`config.mk`:
```
export PLATFORM = sky130hd
export DESIGN_NAME = mux_rr_arbiter
export DESIGN_NICKNAME = d
export VERILOG_FILES = /design/src/rtl/mux_rr_arbiter.sv
export SDC_FILE = /design/constraint.sdc
export NUM_CORES = 1
export LEC_CHECK = 0
export ABC_AREA = 1
export CAP_MARGIN = 25
export CORE_MARGIN = 3
export CORE_UTILIZATION = 47
export DETAILED_ROUTE_END_ITERATION = 7
export PLACE_DENSITY = 0.74
export SETUP_SLACK_MARGIN = 0.1
export SYNTH_ARGS = -nofsm -noshare
export SYNTH_HDL_FRONTEND = slang
export SYNTH_SLANG_ARGS = --single-unit
```
`constraint.sdc`:
```
create_clock -name i_clock -period 1.6 [get_ports i_clock]
set_input_delay 0.32 -clock i_clock [delete_from_list [all_inputs] [get_ports i_clock]]
set_output_delay 0.32 -clock i_clock [all_outputs]
set_load 0.02 [all_outputs]
```
`src/rtl/mux_rr_arbiter.sv`:
```
// mux_rr_arbiter
//   Round-robin arbiter that owns the select of a shared N-to-1 mux.
//   Grants are one-hot and registered. Each tenure is bounded by MAX_HOLD cycles,
//   where 0 means unlimited. Every handover passes through one dead GAP cycle with
//   all grants low, so the old and new sources are never both enabled
//   (break-before-make).
//
// Request/grant protocol:
//   A requester raises i_req[i] and keeps it high for as long as it wants the mux.
//   o_gnt[i] rises on the edge after the request is seen, provided the arbiter is
//   free. It stays high until the requester drops i_req[i] or the tenure limit is
//   reached. o_gnt clears on the edge on which either condition is observed.
//   A requester preempted by the limit may keep i_req high. It is then re-arbitrated
//   at the lowest priority.
//   o_sel always names the current owner, or the last owner when no grant is active.
//   o_sel changes only on the edge that enters GRANT.
module mux_rr_arbiter #(
  parameter int N        = 4,
  parameter int MAX_HOLD = 8
) (
  input  logic                 i_clock,
  input  logic                 i_n_reset,
  input  logic [N-1:0]         i_req,
  output logic [N-1:0]         o_gnt,
  output logic [$clog2(N)-1:0] o_sel,
  output logic                 o_busy,
  output logic [1:0]           o_state
);

  localparam int SEL_W = $clog2(N);
  // The counter only has to reach MAX_HOLD-1. Keep at least one bit so the
  // unlimited and MAX_HOLD=1 builds still elaborate.
  localparam int CNT_W = (MAX_HOLD > 1) ? $clog2(MAX_HOLD) : 1;
  localparam logic [CNT_W-1:0] HOLD_LAST = (MAX_HOLD > 1) ? CNT_W'(MAX_HOLD - 1) : '0;
  localparam bit HOLD_LIMITED = (MAX_HOLD != 0);
  localparam logic [SEL_W-1:0] LAST_IDX = SEL_W'(N - 1);

  typedef enum logic [1:0] {
    ST_IDLE  = 2'd0,
    ST_GRANT = 2'd1,
    ST_GAP   = 2'd2
  } state_t;

  state_t            r_state;
  state_t            w_next_state;
  logic [SEL_W-1:0]  r_sel;
  logic [SEL_W-1:0]  r_last;
  logic [CNT_W-1:0]  r_count;
  logic [N-1:0]      r_gnt;

  logic              w_found;
  logic [SEL_W-1:0]  w_winner;
  logic [SEL_W-1:0]  w_idx;
  logic [N-1:0]      w_winner_oh;
  logic              w_exit;
  logic              w_arb;

  // Round-robin search. Start just after the last owner and wrap at N-1, so the
  // last owner itself is visited last.
  always_comb begin
    w_found  = 1'b0;
    w_winner = '0;
    w_idx    = r_last;
    for (int k = 0; k < N; k++) begin
      w_idx = (w_idx == LAST_IDX) ? '0 : w_idx + SEL_W'(1);
      if (!w_found && i_req[w_idx]) begin
        w_found  = 1'b1;
        w_winner = w_idx;
      end
    end
  end

  // One-hot decode of the winner, loaded into the grant register.
  always_comb begin
    w_winner_oh           = '0;
    w_winner_oh[w_winner] = 1'b1;
  end

  // End of tenure: the owner let go, or the hold limit has been reached. When both
  // happen in the same cycle the result is still a single GAP.
  always_comb begin
    w_exit = !i_req[r_sel] || (HOLD_LIMITED && (r_count == HOLD_LAST));
  end

  // A new owner may only be chosen when nobody holds the mux.
  always_comb begin
    w_arb = (r_state != ST_GRANT) && w_found;
  end

  // State register.
  always_ff @(posedge i_clock or negedge i_n_reset) begin
    if (!i_n_reset) begin
      r_state <= ST_IDLE;
    end else begin
      r_state <= w_next_state;
    end
  end

  // Next-state logic.
  always_comb begin
    w_next_state = r_state;
    case (r_state)
      ST_IDLE: begin
        if (w_found) w_next_state = ST_GRANT;
      end
      ST_GRANT: begin
        if (w_exit) w_next_state = ST_GAP;
      end
      ST_GAP: begin
        w_next_state = w_found ? ST_GRANT : ST_IDLE;
      end
      default: w_next_state = ST_IDLE;
    endcase
  end

  // Owner, pointer, tenure counter and grant register. These update together with
  // the state so that the grant never disagrees with sel.
  always_ff @(posedge i_clock or negedge i_n_reset) begin
    if (!i_n_reset) begin
      r_sel   <= '0;
      r_last  <= LAST_IDX;
      r_count <= '0;
      r_gnt   <= '0;
    end else if (w_arb) begin
      r_sel   <= w_winner;
      r_last  <= w_winner;
      r_count <= '0;
      r_gnt   <= w_winner_oh;
    end else if (r_state == ST_GRANT) begin
      if (w_exit) begin
        r_gnt <= '0;
      end else begin
        r_count <= r_count + CNT_W'(1);
      end
    end
  end

  // Outputs come straight from registers, so they carry no decode glitches.
  always_comb begin
    o_gnt   = r_gnt;
    o_sel   = r_sel;
    o_busy  = |r_gnt;
    o_state = r_state;
  end

endmodule
```
==> results by group, run 1 <==
Run status
  • Status: finished, violations left
  • Failing checks: setup timing

Critical path
  • End of the critical path: o_gnt[2]$_DFFE_PN0P_
  • Endpoint of the worst-slack reg-to-reg timing path: o_gnt[2]$_DFFE_PN0P_
  • Worst setup EP type: register
  • Max FO, Critical Path: 8
  • CP Launch Type: register
  • R2r startpoint: r_last[0]$_DFFE_PN1P_
  • Critical path data required time: around 1.8 ns
  • CP Class: reg -> reg
  • Slack of the worst reg-to-reg path: -0.21 ns
  • Launching element of the worst setup path: r_last[0]$_DFFE_PN1P_
  • Endpoint arrival time on the critical path: 2.01 ns
  • Worst Reg2Reg Path Length in Cells: 10

Floorplanning
  • Initial standard-cell utilization of the core: 0.524
  • Total Die Area: between 0.002 and 0.003 mm2
  • Y dimension of the die: 51.3 um
  • Number of top-level pins: 15
  • Total core area: 0.00184 mm2
  • Std cell rows: 15
  • Horizontal extent of the die: between 50 and 60 um

Global routing
  • Antenna violations before repair: 0
  • Number of global-route vias before repair: 974
  • Global router's overall resource usage: 0.207
  • Global-route wire length before repair: around 4.1 mm
  • Grt total ovfl: 0
  • Pin count of the biggest net entering global routing: 14

Yosys
  • Combined area of all synthesized cells: approximately 960 um2
  • Portion of the post-synthesis area used by sequential elements: 0.340
  • Average cell area after synthesis: 7.15 um2
  • Post-synth cell types: 23
  • Flops & latches, synth: 13
  • Synthesis Warnings: 0
  • Net count after synthesis: roughly 140
  • Post-Synthesis Cells: approximately 140

Clock network
  • Clk pin slew, worst setup/hold paths: 0.09 ns
  • Max H-tree Level: 1
  • CTS Buffer Depth: 2
  • Number of setup buffers added after CTS: 0
  • Insertion delay of the later-clocked pin in the worst-skew pair: roughly 0.28 ns
  • TritonCTS clock tree: yes
  • Clock tree root driver cell: sky130_fd_sc_hd__clkbuf_4
  • Cts bufs inserted: 3
  • Clock tree sinks: 13
  • Number of buffers inserted for hold repair after clock tree synthesis: 0

STA
  • Max Freq: around 550 MHz
  • Final worst slack: -0.208 ns
  • Number of endpoints with negative hold slack in the final report: 0
  • Part of the cycle the worst path needs: 1.13
  • Worst Tran Pin Value: around 0.56 ns
  • Total of endpoints with negative setup slack in the final report: 12
  • Unrepaired setup endpoints after global routing: true
  • Max Clock Skew: between 0.01 and 0.015 ns
  • Headroom to the max-slew limit: 0.623
  • Shortest clock period the worst path allows after layout: ~1.8 ns
  • Pins over their slew limit: 0

Route
  • Detailed router's first-iteration violation count: 14
  • Post-detailed-route via-to-cell ratio: approximately 5
  • Antenna-violating nets left: 0
  • Routed WL: between 2 and 2.5 mm
  • Routed length per instance: ~12 um
  • First-pass DRT Iterations: 4
  • Drc violations: 0
  • Total via count after detailed routing: slightly below 1,000

Run
  • Maximum Capacitance Violations: 0

Layout
  • Count of nets after finishing: approximately 170
  • Total inserted antenna cells: 0
  • Area growth from synthesis to layout: 37.6%
  • Number of filler cells placed in the layout: 160
  • Core occupancy in the finished layout: 0.722
  • Layout cells sized above 1: 0.348

Placement
  • Input/output buffers: 14
  • Global placement routability congestion: ~0.80
  • DP Wirelength: approximately 1.9 mm

Min path
  • Worst min-delay path category: in -> async
==> cell usage after synthesis, drive strengths merged <==
master / instances / area, um2
dfstp: 2 / 52.6
o21ai: 11 / 73.8
or4: 1 / 7.51
nand3: 23 / 133
inv: 20 / 77.6
a21oi: 2 / 10.0
nand4: 4 / 25.0
nand2: 48 / 203
ha: 3 / 37.5
nor2: 9 / 58.8
dfrtp: 11 / 275
buf: 1 / 11.3
==> per-stage QoR <==
step                      cells  setup slack (ns)  setup TNS, ns  instance area [um2]  hold slack, ns
after floorplan             135           -0.0363         -0.113                 1000          0.0244
after global routing        189            -0.332          -3.37                 1330           0.416
after CTS                   189            -0.182          -1.78                 1290           0.412
final                       189            -0.208          -1.86                 1330           0.393
after global placement      185            -0.263          -2.67                 1250           0.474
after detailed placement    185            -0.326          -3.30                 1250           0.482
==> per-layer routing <==
| layer | track usage | share of wire | vias up |
|---|---|---|---|
| li1 | - | - | 498 |
| met1 | 0.252 | 0.46 | 451 |
| met2 | 0.373 | 0.51 | 16 |
| met3 | 0.0525 | 0.038 | 0 |
| met4 | 0.0262 | 0 | 0 |
| met5 | 0 | 0 | - |
==> cell usage in the layout (no fill, tap or decap), drive strengths merged <==
cell type / count
nand2: 48
nand3: 23
inv: 20
buf: 13
dfrtp: 11
o21ai: 11
nor2: 9
dlygate4sd2: 8
clkdlybuf4s50: 5
nand4: 4
clkbuf: 4
ha: 3
a21oi: 2
dfstp: 2
or4: 1
==> repair_timing <==
action,in CTS,in global routing
endpoints found under the setup margin,21,14
pin swaps,3,1
gates resized for setup,19,11
==> worst min-delay path by stage <==
| stage | cells past startpoint | slack (ns) | startpoint | endpoint |
|---|---|---|---|---|
| 4_1_cts | 1 | 0.41 | i_n_reset | o_state[1]$_DFFE_PN0P_ |
| 3_5_place_dp | 1 | 0.48 | r_count[0]$_DFFE_PN0P_ | r_count[0]$_DFFE_PN0P_ |
| 2_1_floorplan | 0 | 0.02 | i_n_reset | o_gnt[0]$_DFFE_PN0P_ |
| 5_1_grt | 1 | 0.42 | i_n_reset | o_state[0]$_DFFE_PN0P_ |
| 3_3_place_gp | 1 | 0.47 | r_count[0]$_DFFE_PN0P_ | r_count[0]$_DFFE_PN0P_ |
| 6_report | 1 | 0.39 | i_n_reset | o_state[1]$_DFFE_PN0P_ |
==> worst max-delay path, cell delays in order, from the launching register on <==
cell	delay [ns]
sky130_fd_sc_hd__dfstp_2	0.58
sky130_fd_sc_hd__ha_4	0.24
sky130_fd_sc_hd__inv_4	0.09
sky130_fd_sc_hd__nand3_2	0.08
sky130_fd_sc_hd__nand2_2	0.09
sky130_fd_sc_hd__inv_2	0.07
sky130_fd_sc_hd__nand3_4	0.10
sky130_fd_sc_hd__nor2_4	0.05
sky130_fd_sc_hd__nor2_4	0.19
sky130_fd_sc_hd__nand2_2	0.11
sky130_fd_sc_hd__o21ai_2	0.13
==> logic make-up (layout without fill, tap and decap cells) <==
kind of cell,after synthesis,count (layout),synth area share
and+or+nand+nor,85,85,0.442
buffers and inverters,21,50,0.0921
AOI/OAI and AO/OA,13,13,0.0869
DFF,13,13,0.340
adders and majority gates,3,3,0.0389
==> flip-flops by register name, indices dropped and copies added (netlist names) <==
signal / count
o_state: 2
o_sel: 2
o_gnt: 4
r_last: 2
r_count: 3
==> final cells by class <==
type	instances	area (um2)	area share
clock buffers	4	26.3	0.0198
repair buffers	26	225	0.170
well taps	25	31.3	0.0236
inverters	20	80.1	0.0603
multi-input cells	101	637	0.480
flip-flops and latches	13	328	0.247
Power of run 1 is not shown: default switching activity piles up to over one toggle a cycle in this logic, so the estimate is an artifact.
==> inputs of run 2 (changes only) <==
Settings changed: CORE_UTILIZATION 47 to 55, DONT_BUFFER_PORTS set to 1, PLACE_DENSITY 0.74 to 0.73.
==> run 2 against run 1 <==
Net effect: the run still ends with setup timing left; sequential share of layout area rose by 1.4 points; via count up 1.7%; flip-flop and latch count stayed put; hold slack improved by 0.082 ns; die area down 13%; register-to-register slack got worse by 0.02 ns; clock skew is 0.0095 ns lower; first-iteration DRC count is 110% higher; non-clock buffer count is 7 lower; highest routed layer is now met4.
==> results by group, run 2 (same netlist as run 1, synthesis figures left out) <==
STA
  • Final worst slack: -0.226 ns (was -0.208 ns)
  • Unrepaired setup endpoints after global routing: true (unchanged)
  • Max Clock Skew: 0.00247 ns (was 0.0120 ns)
  • Number of endpoints with negative hold slack in the final report: 0 (unchanged)
  • Max Freq: 548 MHz (was 553 MHz)
  • Part of the cycle the worst path needs: 1.14 (was 1.13)
  • Worst Tran Pin Value: 0.562 ns (was 0.563 ns)
  • Pins over their slew limit: 0 (unchanged)
  • Shortest clock period the worst path allows after layout: 1.83 ns (was 1.81 ns)
  • Total of endpoints with negative setup slack in the final report: 12 (unchanged)
  • Headroom to the max-slew limit: 0.624 (was 0.623)
  • Worst Hold Slack: 0.476 ns (was 0.393 ns)

Critical path
  • CP Launch Type: register (unchanged)
  • Endpoint arrival time on the critical path: 2.02 ns (was 2.01 ns)
  • Critical path data required time: 1.80 ns (about the same)
  • Cell with the largest stage delay on the worst path: sky130_fd_sc_hd__dfstp_2 (unchanged)
  • CP Class: reg -> reg (unchanged)
  • Delay of the slowest critical-path stage: 0.58 ns (about the same)
  • Max FO, Critical Path: 8 (unchanged)
  • Ordered list of cells on the worst path: ha_4 -> inv_6 -> nand2_4 -> nand2_2 -> nand2_2 -> nand2_4 -> nand3_4 -> nor2_4 -> nor2_4 -> buf_4 -> o21ai_2 (was ha_4 -> inv_4 -> nand3_2 -> nand2_2 -> inv_2 -> nand3_4 -> nor2_4 -> nor2_4 -> nand2_2 -> o21ai_2)
  • Worst setup EP type: register (unchanged)

Layout
  • Area growth from synthesis to layout: 30.9% (was 37.6%)
  • Multi-input gate area in the final layout: 643 um2 (was 637 um2)
  • Count of nets after finishing: 167 (was 174)
  • Layout cells sized above 1: 0.395 (was 0.348)
  • Number of filler cells placed in the layout: 103 (was 160)
  • Commonest cells after routing, fill and taps aside: 33 x sky130_fd_sc_hd__nand2_1, 16 x sky130_fd_sc_hd__inv_1, 16 x sky130_fd_sc_hd__buf_4, 15 x sky130_fd_sc_hd__nand3_1, 11 x sky130_fd_sc_hd__nand2_2 (was 34 x sky130_fd_sc_hd__nand2_1, 16 x sky130_fd_sc_hd__inv_1, 14 x sky130_fd_sc_hd__nand3_1)
  • Total inserted antenna cells: 0 (unchanged)
  • Register cell area after layout: 329 um2 (was 328 um2)
  • Most common cell after layout, fill and taps aside: sky130_fd_sc_hd__nand2_1 (unchanged)
  • Largest register FFs: 4 (unchanged)

Route
  • Detailed router's first-iteration violation count: 30 (was 14)
  • Drc violations: 0 (unchanged)
  • Routed length per instance: 13.8 um (was 12.2 um)
  • Routed WL: 2.39 mm (was 2.31 mm)
  • Antenna-violating nets left: 0 (unchanged)
  • First-pass DRT Iterations: 4 (unchanged)
  • Total via count after detailed routing: 981 (was 965)
  • Post-detailed-route via-to-cell ratio: 5.67 (was 5.11)

Global routing
  • Pin count of the biggest net entering global routing: 14 (unchanged)
  • Number of global-route vias before repair: 953 (was 974)
  • Antenna violations before repair: 0 (unchanged)
  • Global-route wire length before repair: 4.23 mm (was 4.13 mm)
  • Global router's overall resource usage: 0.256 (was 0.207)
  • Grt total ovfl: 0 (unchanged)

Clock network
  • TritonCTS clock tree: yes (unchanged)
  • Clock tree root driver cell: sky130_fd_sc_hd__clkbuf_4 (unchanged)
  • Clk pin slew, worst setup/hold paths: 0.08 ns (was 0.09 ns)
  • Cts bufs inserted: 3 (unchanged)
  • CTS Buffer Depth: 2 (unchanged)
  • Insertion delay of the later-clocked pin in the worst-skew pair: 0.27 ns (was 0.28 ns)
  • Clock tree sinks: 13 (unchanged)
  • Max H-tree Level: 1 (unchanged)

Floorplanning
  • Total core area: 0.00158 mm2 (was 0.00184 mm2)
  • Std cell rows: 14 (was 15)
  • Y dimension of the die: 47.9 um (was 51.3 um)
  • Number of top-level pins: 15 (unchanged)
  • Horizontal extent of the die: 47.9 um (was 51.3 um)
  • Total Die Area: 0.00229 mm2 (was 0.00263 mm2)
  • Initial standard-cell utilization of the core: 0.612 (was 0.524)

Run status
  • Status: finished, violations left (unchanged)
  • Failing checks: setup timing (unchanged)

Run
  • Maximum Capacitance Violations: 0 (unchanged)

Placement
  • Global placement routability congestion: 0.831 (was 0.801)
  • Input/output buffers: 0 (was 14)
  • DP Wirelength: 1.85 mm (was 1.92 mm)

Min path
  • Worst min-delay path category: in -> async (unchanged)
==> run 2: cell count changes in the layout (fill, tap and decap cells not counted), sizes merged <==
cell and delta:
dlygate4sd3 +1, buf +5, clkdlybuf4s50 -5, dlygate4sd2 -8
==> run 2: metrics by stage <==
stage          utilization  setup TNS [ns]  cell area, um2  worst slack, ns  instances
5_1_grt              0.801           -3.36            1260           -0.306        173
3_3_place_gp         0.716           -1.28            1130           -0.149        164
2_1_floorplan            -          -0.113            1000          -0.0363        135
4_1_cts              0.768           -2.06            1210           -0.201        172
3_5_place_dp         0.716           -1.99            1130           -0.237        164
6_report             0.801           -2.28            1260           -0.226        173
==> run 2: worst paths after layout <==
path                                        start  depth (start not counted)                     end  slack, ns
max in group asynchronous               i_n_reset                          1    o_gnt[2]$_DFFE_PN0P_       0.72
min in group i_clock       r_count[0]$_DFFE_PN0P_                          1  r_count[0]$_DFFE_PN0P_       0.49
hold reg to reg            r_count[0]$_DFFE_PN0P_                          1  r_count[0]$_DFFE_PN0P_       0.49
setup reg to reg            r_last[0]$_DFFE_PN1P_                         11    o_sel[0]$_DFFE_PN0P_      -0.23
hold / removal                          i_n_reset                          1    o_gnt[1]$_DFFE_PN0P_       0.48
setup / recovery            r_last[0]$_DFFE_PN1P_                         11    o_sel[0]$_DFFE_PN0P_      -0.23
==> run 2: metal layers <==
metal  track usage  wire (um)  up-vias
met3        0.0414        118        4
met1         0.338       1080      462
met5             0          0        -
met4        0.0484         21        0
li1              -          -      486
met2         0.441       1170       29
==> run 2: critical path, delay by kind of cell, from the launching register on <==
| kind | cells | cell delay [ns] |
|---|---|---|
| adders and majority gates | 1 | 0.25 |
| DFF | 1 | 0.58 |
| AOI/OAI and AO/OA | 1 | 0.11 |
| and+or+nand+nor | 7 | 0.57 |
| buffers and inverters | 2 | 0.25 |
==> run 2: repair_timing <==
| item | 4_1_cts | 5_1_grt |
|---|---|---|
| endpoints found under the hold margin | 13 | 0 |
| hold buffers | 1 | 0 |
| pin swaps | 10 | 7 |
| setup buffers | 3 | 1 |
| setup endpoints to repair | 13 | 13 |
| gates resized for setup | 8 | 11 |
==> run 2: layout make-up <==
cell class	instances	share of cell area
Clock buffer	4	0.0208
Inverter	20	0.0654
Multi-Input combinational cell	101	0.509
Sequential cell	13	0.261
Tap cell	16	0.0159
Timing Repair Buffer	19	0.128
Power of run 2 is left out for the same reason.
